[config.mk]
export PLATFORM = sky130hd
export DESIGN_NAME = mem_stage
export DESIGN_NICKNAME = d
export VERILOG_FILES = /design/src/rtl/pipe_pkg.sv /design/src/rtl/mem_lane_align.sv /design/src/rtl/mem_stage.sv
export SDC_FILE = /design/constraint.sdc
export NUM_CORES = 1
export LEC_CHECK = 0
export ABC_AREA = 0
export CORE_ASPECT_RATIO = 1.4
export CORE_MARGIN = 5
export CORE_UTILIZATION = 42
export DETAILED_ROUTE_END_ITERATION = 7
export PLACE_DENSITY = 0.83
export SLEW_MARGIN = 20
export SYNTH_ARGS = -nofsm -noshare
export SYNTH_HDL_FRONTEND = slang
export SYNTH_SLANG_ARGS = --single-unit
[constraint.sdc]
create_clock -name clk -period 3.9 [get_ports clk]
set_input_delay 0.585 -clock clk [delete_from_list [all_inputs] [get_ports clk]]
set_output_delay 0.585 -clock clk [all_outputs]
set_load 0.05 [all_outputs]
[src/rtl/pipe_pkg.sv]
// Shared definitions for the memory-access stage: access-size encodings and
// the data-memory request FSM state type.
package pipe_pkg;

   localparam logic [1:0] SZ_BYTE = 2'b00;
   localparam logic [1:0] SZ_HALF = 2'b01;
   localparam logic [1:0] SZ_WORD = 2'b10;

   typedef enum logic [1:0] {
      ST_IDLE   = 2'd0,
      ST_ACCESS = 2'd1,
      ST_DONE   = 2'd2
   } memState_t;

endpackage

[src/rtl/mem_lane_align.sv]
// Byte-lane steering for stores and zero-extended lane extraction for loads,
// driven by the access size and the low two address bits.
module mem_lane_align
   import pipe_pkg::*;
(
   input  logic [1:0]  i_size,
   input  logic [1:0]  i_addrLo,
   input  logic [31:0] i_storeData,
   input  logic [31:0] i_rdata,
   output logic [3:0]  o_be,
   output logic [31:0] o_wdata,
   output logic [31:0] o_loadData
);

   logic [31:0] w_rdataShifted;

   assign w_rdataShifted = i_rdata >> {i_addrLo, 3'b000};

   // Size 2'b11 falls into the word arm.
   always_comb begin
      o_be       = 4'b1111;
      o_wdata    = i_storeData;
      o_loadData = i_rdata;
      case (i_size)
         SZ_BYTE: begin
            o_be       = 4'b0001 << i_addrLo;
            o_wdata    = {4{i_storeData[7:0]}};
            o_loadData = {24'h000000, w_rdataShifted[7:0]};
         end
         SZ_HALF: begin
            o_be       = i_addrLo[1] ? 4'b1100 : 4'b0011;
            o_wdata    = {2{i_storeData[15:0]}};
            o_loadData = {16'h0000, (i_addrLo[1] ? i_rdata[31:16] : i_rdata[15:0])};
         end
         default: begin
            o_be       = 4'b1111;
            o_wdata    = i_storeData;
            o_loadData = i_rdata;
         end
      endcase
   end

endmodule

[src/rtl/mem_stage.sv]
// Memory-access pipeline stage: E->M register, req/ack data-memory FSM and lane alignment.
// Optional ack watchdog enabled by defining MEM_TIMEOUT_EN.
module mem_stage
   import pipe_pkg::*;
#(
   parameter int AW             = 32,
   parameter int DW             = 32,
   parameter int TIMEOUT_CYCLES = 16
) (
   input  logic          clk,
   input  logic          reset,
   input  logic          PCSrcE,
   input  logic          RegWriteE,
   input  logic          MemtoRegE,
   input  logic          MemWriteE,
   input  logic [1:0]    SizeE,
   input  logic [3:0]    RdE,
   input  logic [DW-1:0] ALUResultE,
   input  logic [DW-1:0] WriteDataE,
   output logic          PCSrcM,
   output logic          RegWriteM,
   output logic          MemtoRegM,
   output logic          MemWriteM,
   output logic [3:0]    RdM,
   output logic [DW-1:0] ALUResultM,
   output logic [DW-1:0] ReadDataM,
   output logic          stallM,
   output logic          mem_req,
   output logic          mem_we,
   output logic [AW-1:0] mem_addr,
   output logic [3:0]    mem_be,
   output logic [DW-1:0] mem_wdata,
   input  logic [DW-1:0] mem_rdata,
   input  logic          mem_ack,
   output logic          mem_err
);

   memState_t     r_state;
   memState_t     w_nextState;
   logic          r_pcSrc;
   logic          r_regWrite;
   logic          r_memtoReg;
   logic          r_memWrite;
   logic [1:0]    r_size;
   logic [3:0]    r_rd;
   logic [DW-1:0] r_aluResult;
   logic [DW-1:0] r_storeData;
   logic [DW-1:0] r_readData;
   logic          r_memReq;
   logic          w_advance;
   logic          w_memOpE;
   logic          w_memOpM;
   logic          w_ackTake;
   logic [3:0]    w_be;
   logic [DW-1:0] w_wdata;
   logic [DW-1:0] w_loadData;
`ifdef MEM_TIMEOUT_EN
   localparam int TO_W = $clog2(TIMEOUT_CYCLES + 1);
   logic [TO_W-1:0] r_toCnt;
   logic            r_memErr;
   logic            w_timeout;
`endif

   assign w_advance = (r_state != ST_ACCESS);
   assign w_memOpE  = MemtoRegE | MemWriteE;
   assign w_memOpM  = r_memtoReg | r_memWrite;

   always_ff @(posedge clk or negedge reset) begin
      if (!reset) r_state <= ST_IDLE;
      else        r_state <= w_nextState;
   end

   // Any non-ACCESS state advances; ACCESS leaves only on ack (or watchdog expiry).
   always_comb begin
      w_nextState = r_state;
      w_ackTake   = 1'b0;
`ifdef MEM_TIMEOUT_EN
      w_timeout   = 1'b0;
`endif
      if (w_advance) begin
         w_nextState = w_memOpE ? ST_ACCESS : ST_IDLE;
      end else if (mem_ack) begin
         w_nextState = ST_DONE;
         w_ackTake   = 1'b1;
      end
`ifdef MEM_TIMEOUT_EN
      else if (r_toCnt == TO_W'(TIMEOUT_CYCLES - 1)) begin
         w_nextState = ST_DONE;
         w_timeout   = 1'b1;
      end
`endif
   end

   always_ff @(posedge clk or negedge reset) begin
      if (!reset) begin
         r_pcSrc     <= 1'b0;
         r_regWrite  <= 1'b0;
         r_memtoReg  <= 1'b0;
         r_memWrite  <= 1'b0;
         r_size      <= 2'b00;
         r_rd        <= 4'h0;
         r_aluResult <= '0;
         r_storeData <= '0;
         r_readData  <= '0;
         r_memReq    <= 1'b0;
      end else if (w_advance) begin
         r_pcSrc     <= PCSrcE;
         r_regWrite  <= RegWriteE;
         r_memtoReg  <= MemtoRegE;
         r_memWrite  <= MemWriteE;
         r_size      <= SizeE;
         r_rd        <= RdE;
         r_aluResult <= ALUResultE;
         r_storeData <= WriteDataE;
         r_memReq    <= w_memOpE;
      end else if (w_ackTake) begin
         r_memReq <= 1'b0;
         if (r_memtoReg) r_readData <= w_loadData;
      end
`ifdef MEM_TIMEOUT_EN
      else if (w_timeout) begin
         r_memReq   <= 1'b0;
         r_readData <= '0;
      end
`endif
   end

`ifdef MEM_TIMEOUT_EN
   // Watchdog counts un-acked ACCESS cycles; the error flag is sticky until reset.
   always_ff @(posedge clk or negedge reset) begin
      if (!reset) begin
         r_toCnt  <= '0;
         r_memErr <= 1'b0;
      end else begin
         if (w_advance)     r_toCnt <= '0;
         else if (!mem_ack) r_toCnt <= r_toCnt + 1'b1;
         if (w_timeout)     r_memErr <= 1'b1;
      end
   end
   assign mem_err = r_memErr;
`else
   assign mem_err = 1'b0;
`endif

   mem_lane_align u_align (
      .i_size      (r_size),
      .i_addrLo    (r_aluResult[1:0]),
      .i_storeData (r_storeData),
      .i_rdata     (mem_rdata),
      .o_be        (w_be),
      .o_wdata     (w_wdata),
      .o_loadData  (w_loadData)
   );

   // Lane enables are gated so a cleared (non-memory) M stage drives all zeros.
   assign mem_be     = w_memOpM ? w_be : 4'b0000;
   assign mem_wdata  = w_wdata;
   assign mem_we     = r_memWrite;
   assign mem_addr   = {r_aluResult[AW-1:2], 2'b00};
   assign mem_req    = r_memReq;
   assign stallM     = (r_state == ST_ACCESS);
   assign PCSrcM     = r_pcSrc;
   assign RegWriteM  = r_regWrite;
   assign MemtoRegM  = r_memtoReg;
   assign MemWriteM  = r_memWrite;
   assign RdM        = r_rd;
   assign ALUResultM = r_aluResult;
   assign ReadDataM  = r_readData;

endmodule

==> results of run 1 <==
power groups by stage:
stage               Combinational (µW)  Clock (µW)  Sequential, µW
floorplan                         1840           0            2650
global placement                  3870           0            1780
detailed placement                3920           0            1800
CTS                               3930         919            1780
global route                      4050         971            1840
finish                            3900         902            1780
placed cells by master, fill, tap and decap left out:
cell	synthesis	final
a22oi_1	3	3
mux2i_1	16	16
or3b_1	1	1
nand2_1	47	47
nor2b_4	0	1
mux2_2	91	91
nor2b_2	1	1
nor2_1	30	30
nor3_1	1	1
clkinvlp_4	0	1
conb_1	1	3
clkinv_4	0	1
a21oi_1	6	6
buf_4	46	9
nor2_2	1	1
bufinv_16	0	1
clkinv_2	0	1
nor2b_1	2	1
mux2_1	3	3
a221oi_1	11	11
inv_1	2	2
and3_1	1	1
a31oi_1	4	4
o21ai_0	11	11
dfrtp_1	108	107
a211oi_1	1	1
nand2b_4	1	1
dfrtp_2	0	1
o21ai_1	3	3
or3_1	1	1
and2_1	2	2
clkbuf_16	0	9
clkdlybuf4s50_1	0	248
o22ai_1	3	3
clkbuf_8	0	1
o21bai_1	1	1
a21o_1	3	3
nand3_1	20	20
final timing paths:
path	start	endpoint	slack, ps	depth (start not counted)
worst max-delay path	r_size[0]	mem_be[0]	650	5
worst min-delay path	reset	ALUResultM[27]	170	1
worst max register to register	r_size[1]	ReadDataM[13]	1740	5
worst min register to register	ReadDataM[25]	ReadDataM[25]	470	2
max in group asynchronous	reset	r_size[0]	2760	2
min in group clk	ReadDataM[25]	ReadDataM[25]	470	2
synth_stat cells, drive strengths merged, types with 2 or more instances:
cell type / number / area (µm²)
a21o: 3 / 22.52
a21oi: 6 / 30.03
a221oi: 11 / 96.34
a22oi: 3 / 22.52
a31oi: 4 / 25.02
and2: 2 / 12.51
buf: 68 / 457.9
clkbuf: 3 / 11.26
dfrtp: 108 / 2703
inv: 2 / 7.510
mux2: 94 / 1059
mux2i: 16 / 160.2
nand2: 47 / 176.4
nand3: 20 / 100.1
nor2: 31 / 118.9
nor2b: 3 / 21.27
o21ai: 14 / 70.06
o22ai: 3 / 18.77
logic make-up (layout without fill, tap and decap cells):
family	after synthesis	after routing	synth area share
other cells	1	3	0.0007252
compound gates	46	46	0.05807
flops	108	108	0.5226
buf+inv	73	273	0.09219
simple gates	108	108	0.09074
mux	110	110	0.2357
sequential cells by signal, summed over array words and instances (netlist names):
name / count
MemWriteM: 1
r_state: 2
r_size: 2
RegWriteM: 1
RdM: 4
MemtoRegM: 1
ALUResultM: 32
PCSrcM: 1
ReadDataM: 32
r_storeData: 32
through the flow:
stage	power, µW	worst slack (ps)
final	6578	654.3
after global routing	6858	486.3
after CTS	6635	640.4
after detailed placement	5724	992.2
after global placement	5650	1078
after floorplan	4494	1349
critical path: cells and delay by family (launching register included):
kind | cells | cell delay (ps)
and+or+nand+nor | 4 | 660
DFF | 1 | 850
buffers and inverters | 1 | 810
layer usage:
metal / routed length [µm] / up-vias / global-route usage
met5: 13 / - / 0
met4: 483 / 2 / 0.08663
met3: 1206 / 39 / 0.06190
met2: 8233 / 203 / 0.3696
met1: 5315 / 2001 / 0.2138
li1: - / 1888 / -
final cells by class:
class / instances / area [µm²] / share of cell area
Timing Repair Buffer: 257 / 2550 / 0.3292
Inverter: 2 / 7.507 / 0.0009691
Multi-Input combinational cell: 267 / 2007 / 0.2591
Tap cell: 150 / 187.7 / 0.02423
Clock inverter: 4 / 51.30 / 0.006623
Clock buffer: 10 / 239.0 / 0.03085
Sequential cell: 108 / 2704 / 0.3491
==> results_dict.tcl, run 1 <==
set metrics [dict create \
    syn_to_final_growth_pct 49.79 \
    initial_core_util 0.4242 \
    slowest_stage "dfrtp_1" \
    syn_inst 446 \
    worst_pin_slew_ps 896.5 \
    switching_share 0.4883 \
    skew_ps 10.64 \
    routabilityCongestion 0.9387 \
    fin_util 0.6354 \
    power.internal_uw 3366 \
    endpoint_kind "primary output" \
    tns_ps 0 \
    cts_resized 0 \
    core_um2 12190 \
    syn-cell-area_um2 5171 \
    place_area_um2 7456 \
    max_freq_ghz 0.3081 \
    yosysSeqAreaShare 0.5226 \
    ir_drop_mv 0.4388 \
    dp.cells 784 \
    clk_latency_ps 340 \
    pwr-share-clk 0.137 \
    ys_seq_elements 108 \
    crit_arrival_ps 2660 \
    grt.overflow.total 0 \
    clockBufferDepth 2 \
    synth_edf_count 0 \
    drt_iter0_drc 142 \
    slowest_delay_ps 850 \
    port_buffers 249 \
    p_leak_uw 0.003252 \
    cts_hold_buf 0 \
    post_cts_buffers 0 \
    ys_types 33 \
    synth_area_per_cell_um2 11.59 \
    grt_pass1_wl_mm 23.90 \
    viasPerCell 5.179 \
    num-fill-cells 1000 \
    nNetsFinal 754 \
    p_switching_uw 3212 \
    status "complete, no violations" \
    maxCapViolCount 0 \
    drv_slew 0 \
    cts.clk_slew.worst_paths_ps 70 \
    cts_tree "yes" \
    dominantRegCellSynth "dfrtp_1" \
    cts_made_buffers 9 \
    yosysWarnings 0 \
    postLayoutCellArea_um2 7746 \
    fin_cells 798 \
    grt_max_degree 72 \
    finalHoldViolCount 0 \
    power_density_nw_per_um2 849.2 \
    die_h_um 141.3 \
    num_io_pins 253 \
    crit_chain "nor2b_1 -> nor2_1 -> nor2_1 -> nor2_1 -> clkdlybuf4s50_1" \
    rows 48 \
    drt_pass1_iterations 4 \
    antenna_left 0 \
    rsz0062_at_grt "no" \
    clock_sinks 108 \
    wl_mm 15.25 \
    maxSlewHeadroom 0.4023 \
    whs_ps 168.9 \
    cts_root_buffer "clkbuf_16" \
    via_count 4133 \
    min_period_ps 3246 \
    first_global_vias 4443 \
    post-route-drc-count 0 \
    power.share.combinational 0.593 \
    wl_per_cell_um 19.11 \
    drive_above_1_share 0.1836 \
    track_usage 0.2022 \
    final-setup-viol-count 0 \
    htree_levels 3 \
    antenna_found_initial 1 \
    hold_path.class "in2async" \
    p_seq_frac 0.270 \
    worstSetupPathType "reg2out" \
    crit_path_start_kind "register" \
    die-area_um2 14660 \
    antenna-diode-count 0 \
    die_w_um 103.8 \
    crit_top_cell "nor2_1" \
    period_share 0.8322 \
    dpl.hpwl_mm 11.86 \
    crit_fanout 18 \
    required_ps 3310 \
    synth-async-reset-ratio 1.000 \
]
Note: power is estimated with default switching activity, not from simulation.
==> run 2, diff against run 1 <==
- CORE_UTILIZATION: 42 -> 41
- PLACE_DENSITY: 0.83 -> 0.81
- clock period: 3.9 -> 3.4 ns (I/O delays scaled with it)
==> results_dict.tcl, run 2 (synthesized netlist as in run 1, its figures left out) <==
set metrics [dict create \
    rsz0062_at_grt "no" \
    drt_pass1_iterations 4 \
    power_density_nw_per_um2 969.4 \
    nNetsFinal 757 \
    post_cts_buffers 0 \
    cts_tree "yes" \
    wl_per_cell_um 18.74 \
    met3_length_mm 1.098 \
    required_ps 2890 \
    met2WireLength_mm 8.117 \
    min_period_ps 3049 \
    crit_arrival_ps 2540 \
    finalHoldViolCount 0 \
    htree_levels 3 \
    first_global_vias 4515 \
    endpoint_kind "primary output" \
    status "complete, no violations" \
    max_freq_ghz 0.3280 \
    grt_max_degree 58 \
    initial_core_util 0.4180 \
    antenna_left 0 \
    cts_resized 0 \
    crit_path_start_kind "register" \
    clock_sinks 108 \
    hold_path.class "in2async" \
    highest_layer "met4" \
    final_common_cell "clkdlybuf4s50_1" \
    grt.overflow.total 0 \
    whs_ps 208.4 \
    maxSlewHeadroom 0.3512 \
    wl_mm 15.05 \
    cts.clk_slew.worst_paths_ps 80 \
    final-setup-viol-count 0 \
    power.internal_uw 3802 \
    post-route-drc-count 0 \
    viasPerCell 5.203 \
    p_leak_uw 0.003265 \
    place_ws_ps 675.5 \
    layout_common_cells "248 x clkdlybuf4s50_1, 107 x dfrtp_1, 91 x mux2_2" \
    maxCapViolCount 0 \
    antenna_found_initial 0 \
    clockBufferDepth 2 \
    dpl.hpwl_mm 11.78 \
    clk_latency_ps 350 \
    setup_slack_ps 351.1 \
    switching_share 0.4956 \
    drt_iter0_drc 107 \
    p_seq_frac 0.271 \
    tns_ps 0 \
    port_buffers 249 \
    cts_root_buffer "clkbuf_16" \
    postLayoutCellArea_um2 7775 \
    cts_made_buffers 9 \
    place_area_um2 7491 \
    routabilityCongestion 0.9319 \
    reg2reg_depth 4 \
    crit_fanout 28 \
    power.share.combinational 0.594 \
    p_switching_uw 3735 \
    cts_hold_buf 0 \
    met1_length_mm 5.328 \
    die_h_um 142.9 \
    syn_to_final_growth_pct 50.35 \
    grt_pass1_wl_mm 23.65 \
    num_io_pins 253 \
    die_w_um 104.9 \
    drive_above_1_share 0.1884 \
    pwr-share-clk 0.135 \
    antenna-diode-count 0 \
    track_usage 0.1966 \
    via_count 4178 \
    worstSetupPathType "reg2out" \
    ir_drop_mv 0.4947 \
    rows 48 \
    total_power_uw 7537 \
    period_share 0.8967 \
    skew_ps 8.541 \
    core_um2 12370 \
    drv_slew 0 \
    die-area_um2 14990 \
    worst_pin_slew_ps 970.4 \
]
==> run 2: metrics by stage <==
stage	util	instances
2_1_floorplan	-	448
3_3_place_gp	0.6055	787
3_5_place_dp	0.6055	787
4_1_cts	0.6284	803
5_1_grt	0.6284	803
6_report	0.6284	803
==> run 2: path summary, 6_finish.rpt <==
check	from	slack [ps]	to
max in group asynchronous	reset	2410	r_size[0]
min	reset	210	ALUResultM[25]
min reg2reg	ReadDataM[30]	470	ReadDataM[30]
max	r_size[1]	350	mem_wdata[14]
max reg2reg	r_state[1]	930	ReadDataM[11]
min in group clk	ReadDataM[30]	470	ReadDataM[30]
==> run 2: routing by layer <==
metal	GRT usage	up-vias
li1	-	1900
met1	0.2138	2062
met2	0.3517	183
met3	0.05292	33
met4	0.09697	0
met5	0	-
==> run 2: final cells by class <==
| class | count | area, µm² |
|---|---|---|
| Clock buffer | 10 | 229.0 |
| Clock inverter | 6 | 55.05 |
| Fill cell | 981 | 4597 |
| Inverter | 2 | 7.507 |
| Multi-Input combinational cell | 267 | 2007 |
| Sequential cell | 108 | 2704 |
| Tap cell | 150 | 187.7 |
| Timing Repair Buffer | 260 | 2585 |
==> run 2: power by group through the flow <==
| stage | sequential, µW | combinational, µW | clock, µW |
|---|---|---|---|
| after floorplan | 3040 | 2110 | 0 |
| after global placement | 2050 | 4460 | 0 |
| after detailed placement | 2080 | 4510 | 0 |
| after CTS | 2050 | 4520 | 1050 |
| after global routing | 2110 | 4650 | 1080 |
| final | 2040 | 4480 | 1010 |
==> run 2: worst max-delay path, cell delays in order, from the launching register on <==
cell,delay (ps)
dfrtp_2,590
nor2_2,490
mux2_2,400
clkdlybuf4s50_1,710
==> run 3, diff against run 2 <==
- CORE_UTILIZATION: 41 -> 42
- SYNTH_HIERARCHICAL: default -> 1
==> results_dict.tcl, run 3 <==
set metrics [dict create \
    status "complete, no violations" \
    maxCapViolCount 0 \
    synth-async-reset-ratio 1.000 \
    first_global_vias 4413 \
    drt_pass1_iterations 4 \
    place_area_um2 7848 \
    final_common_cell "clkdlybuf4s50_1" \
    dominantRegCellSynth "dfrtp_1" \
    viasPerCell 4.980 \
    crit_fanout 39 \
    rsz0062_at_grt "no" \
    reg2reg_depth 5 \
    p_seq_frac 0.281 \
    antenna-diode-count 0 \
    use_met1 0.2105 \
    htree_levels 3 \
    cts_tree "yes" \
    hold_path.class "in2async" \
    slowest_stage "clkdlybuf4s50_1" \
    via_count 3904 \
    ys_seq_elements 108 \
    initial_core_util 0.4288 \
    yosysWarnings 6 \
    cts_root_buffer "clkbuf_16" \
    syn_inst 398 \
    final-setup-viol-count 0 \
    wl_per_cell_um 19.34 \
    cts_hold_buf 0 \
    synth_edf_count 0 \
    crit_arrival_ps 2470 \
    ys_types 26 \
    clock_sinks 108 \
    drv_slew 0 \
    synth_top_cells_by_area "dfrtp_1 49%, mux2_4 16%, mux2_2 6.7%, mux2_1 6.1%, buf_4 6.0%" \
    maxSlewHeadroom 0.4544 \
    switching_share 0.4679 \
    worstSetupPathType "reg2out" \
    port_buffers 249 \
    synth_area_per_cell_um2 13.94 \
    synth_top_area_frac 0.4873 \
    drive_above_1_share 0.2013 \
    track_usage 0.1921 \
    die_h_um 146.0 \
    endpoint_kind "primary output" \
    cts_resized 0 \
    layout_common_cells "248 x clkdlybuf4s50_1, 107 x dfrtp_1, 59 x mux2_4" \
    post-route-drc-count 0 \
    drt_iter0_drc 95 \
    syn_to_final_growth_pct 46.92 \
    skew_ps 8.654 \
    crit_path_start_kind "register" \
    antenna_found_initial 0 \
    grt_pass1_wl_mm 23.83 \
    gr-usage-met2 0.3446 \
    path_depth 3 \
    r2r_setup_slack_ps 1160 \
    syn-cell-area_um2 5547 \
    ir_drop_mv 0.4117 \
    grt_use_met3 0.05814 \
    yosysSeqAreaShare 0.4873 \
    slowest_delay_ps 710 \
    yosysTopAreaCell "dfrtp_1" \
    rows 49 \
    num_io_pins 253 \
    required_ps 2890 \
    path_buf_inv 1 \
    pwr-share-clk 0.148 \
    synth_common_cells "108 x dfrtp_1, 59 x mux2_4, 44 x buf_4" \
    grt.overflow.total 0 \
    critPathTopFamily "buffers and inverters" \
    crit_chain "nor2_4 -> mux2_2 -> clkdlybuf4s50_1" \
    die_w_um 107.1 \
    wl_mm 15.16 \
    antenna_left 0 \
    min_period_ps 2984 \
    tns_ps 0 \
    core_um2 12940 \
    dpl.hpwl_mm 11.54 \
    power.share.combinational 0.571 \
    postLayoutCellArea_um2 8149 \
    clockBufferDepth 2 \
    routabilityCongestion 0.8783 \
    busiest_layer "met2" \
    power_density_nw_per_um2 851.9 \
    finalHoldViolCount 0 \
    p_leak_uw 0.003568 \
    total_power_uw 6942 \
    power.internal_uw 3694 \
    max_freq_ghz 0.3351 \
    worst_pin_slew_ps 818.4 \
    period_share 0.8776 \
    synth_most_common_cell "dfrtp_1" \
    clk_latency_ps 340 \
    p_switching_uw 3248 \
    post_cts_buffers 0 \
    grt_max_degree 64 \
    cts_made_buffers 9 \
    nNetsFinal 710 \
    cts.clk_slew.worst_paths_ps 80 \
    die-area_um2 15640 \
]
run 3: changes by cell type in the layout (fill, tap and decap cells not counted), moves of 8 or more:
cell,previous run,this run
and2_1,2,17
mux2_1,3,30
nand3_1,20,0
a221oi_1,11,0
nor2_1,30,11
mux2_2,91,33
mux2_4,0,59
a22o_1,0,16
nand2_1,47,8
a221o_1,0,8
run 3: layer usage:
layer / vias to the layer above / wire length [µm]
li1: 1752 / -
met1: 1946 / 5588
met2: 176 / 7951
met3: 30 / 1196
met4: 0 / 425
met5: - / 0
run 3: path summary, 6_finish.rpt:
path                               from       endpoint
max                           r_size[1]  mem_wdata[10]
min                               reset  ReadDataM[18]
max reg2reg                   r_size[1]   ReadDataM[5]
min reg2reg                ReadDataM[3]   ReadDataM[3]
max in group asynchronous         reset  ALUResultM[6]
min in group clk           ReadDataM[3]   ReadDataM[3]
run 3: power by group through the flow:
stage          logic [µW]  clock network (µW)  registers, µW
6_report             3960                1030           1950
5_1_grt              4100                1120           2010
4_1_cts              3990                1060           1960
3_5_place_dp         3980                   0           1980
3_3_place_gp         3940                   0           1960
2_1_floorplan        1860                   0           2870
run 3: cells by family after synthesis:
group / synth area share
multiplexers: 0.3183
buffers and inverters: 0.08888
AO/OA/AOI/OAI: 0.05437
flip-flops: 0.4873
AND/OR/NAND/NOR: 0.05053
other: 0.0006761
run 3: metrics by stage:
| step | setup WS (ps) | hold slack [ps] | instances | util |
|---|---|---|---|---|
| 6_report | 416.1 | 253.8 | 784 | 0.6299 |
| 5_1_grt | 307.6 | 318.3 | 784 | 0.6299 |
| 4_1_cts | 382.0 | 291.9 | 784 | 0.6293 |
| 3_5_place_dp | 640.3 | 481.4 | 768 | 0.6066 |
| 3_3_place_gp | 745.2 | 473.6 | 768 | 0.6066 |
| 2_1_floorplan | 994.9 | 214.4 | 400 | - |
run 3: area by class of cell:
type | instances | area, µm²
tap | 178 | 222.7
multi-input combinational | 225 | 2375
fill | 1033 | 4787
inverter | 2 | 7.507
clock inverter | 6 | 53.80
clock buffer | 10 | 239.0
timing repair buffer | 255 | 2547
sequential | 108 | 2704
run 3: worst register-to-register path: cells and delay by family, from the launching register on:
family / cells / cell delay, ps
buffers and inverters: 1 / 350
multiplexers: 1 / 280
AO/OA/AOI/OAI: 1 / 280
AND/OR/NAND/NOR: 2 / 410
flip-flops: 1 / 810
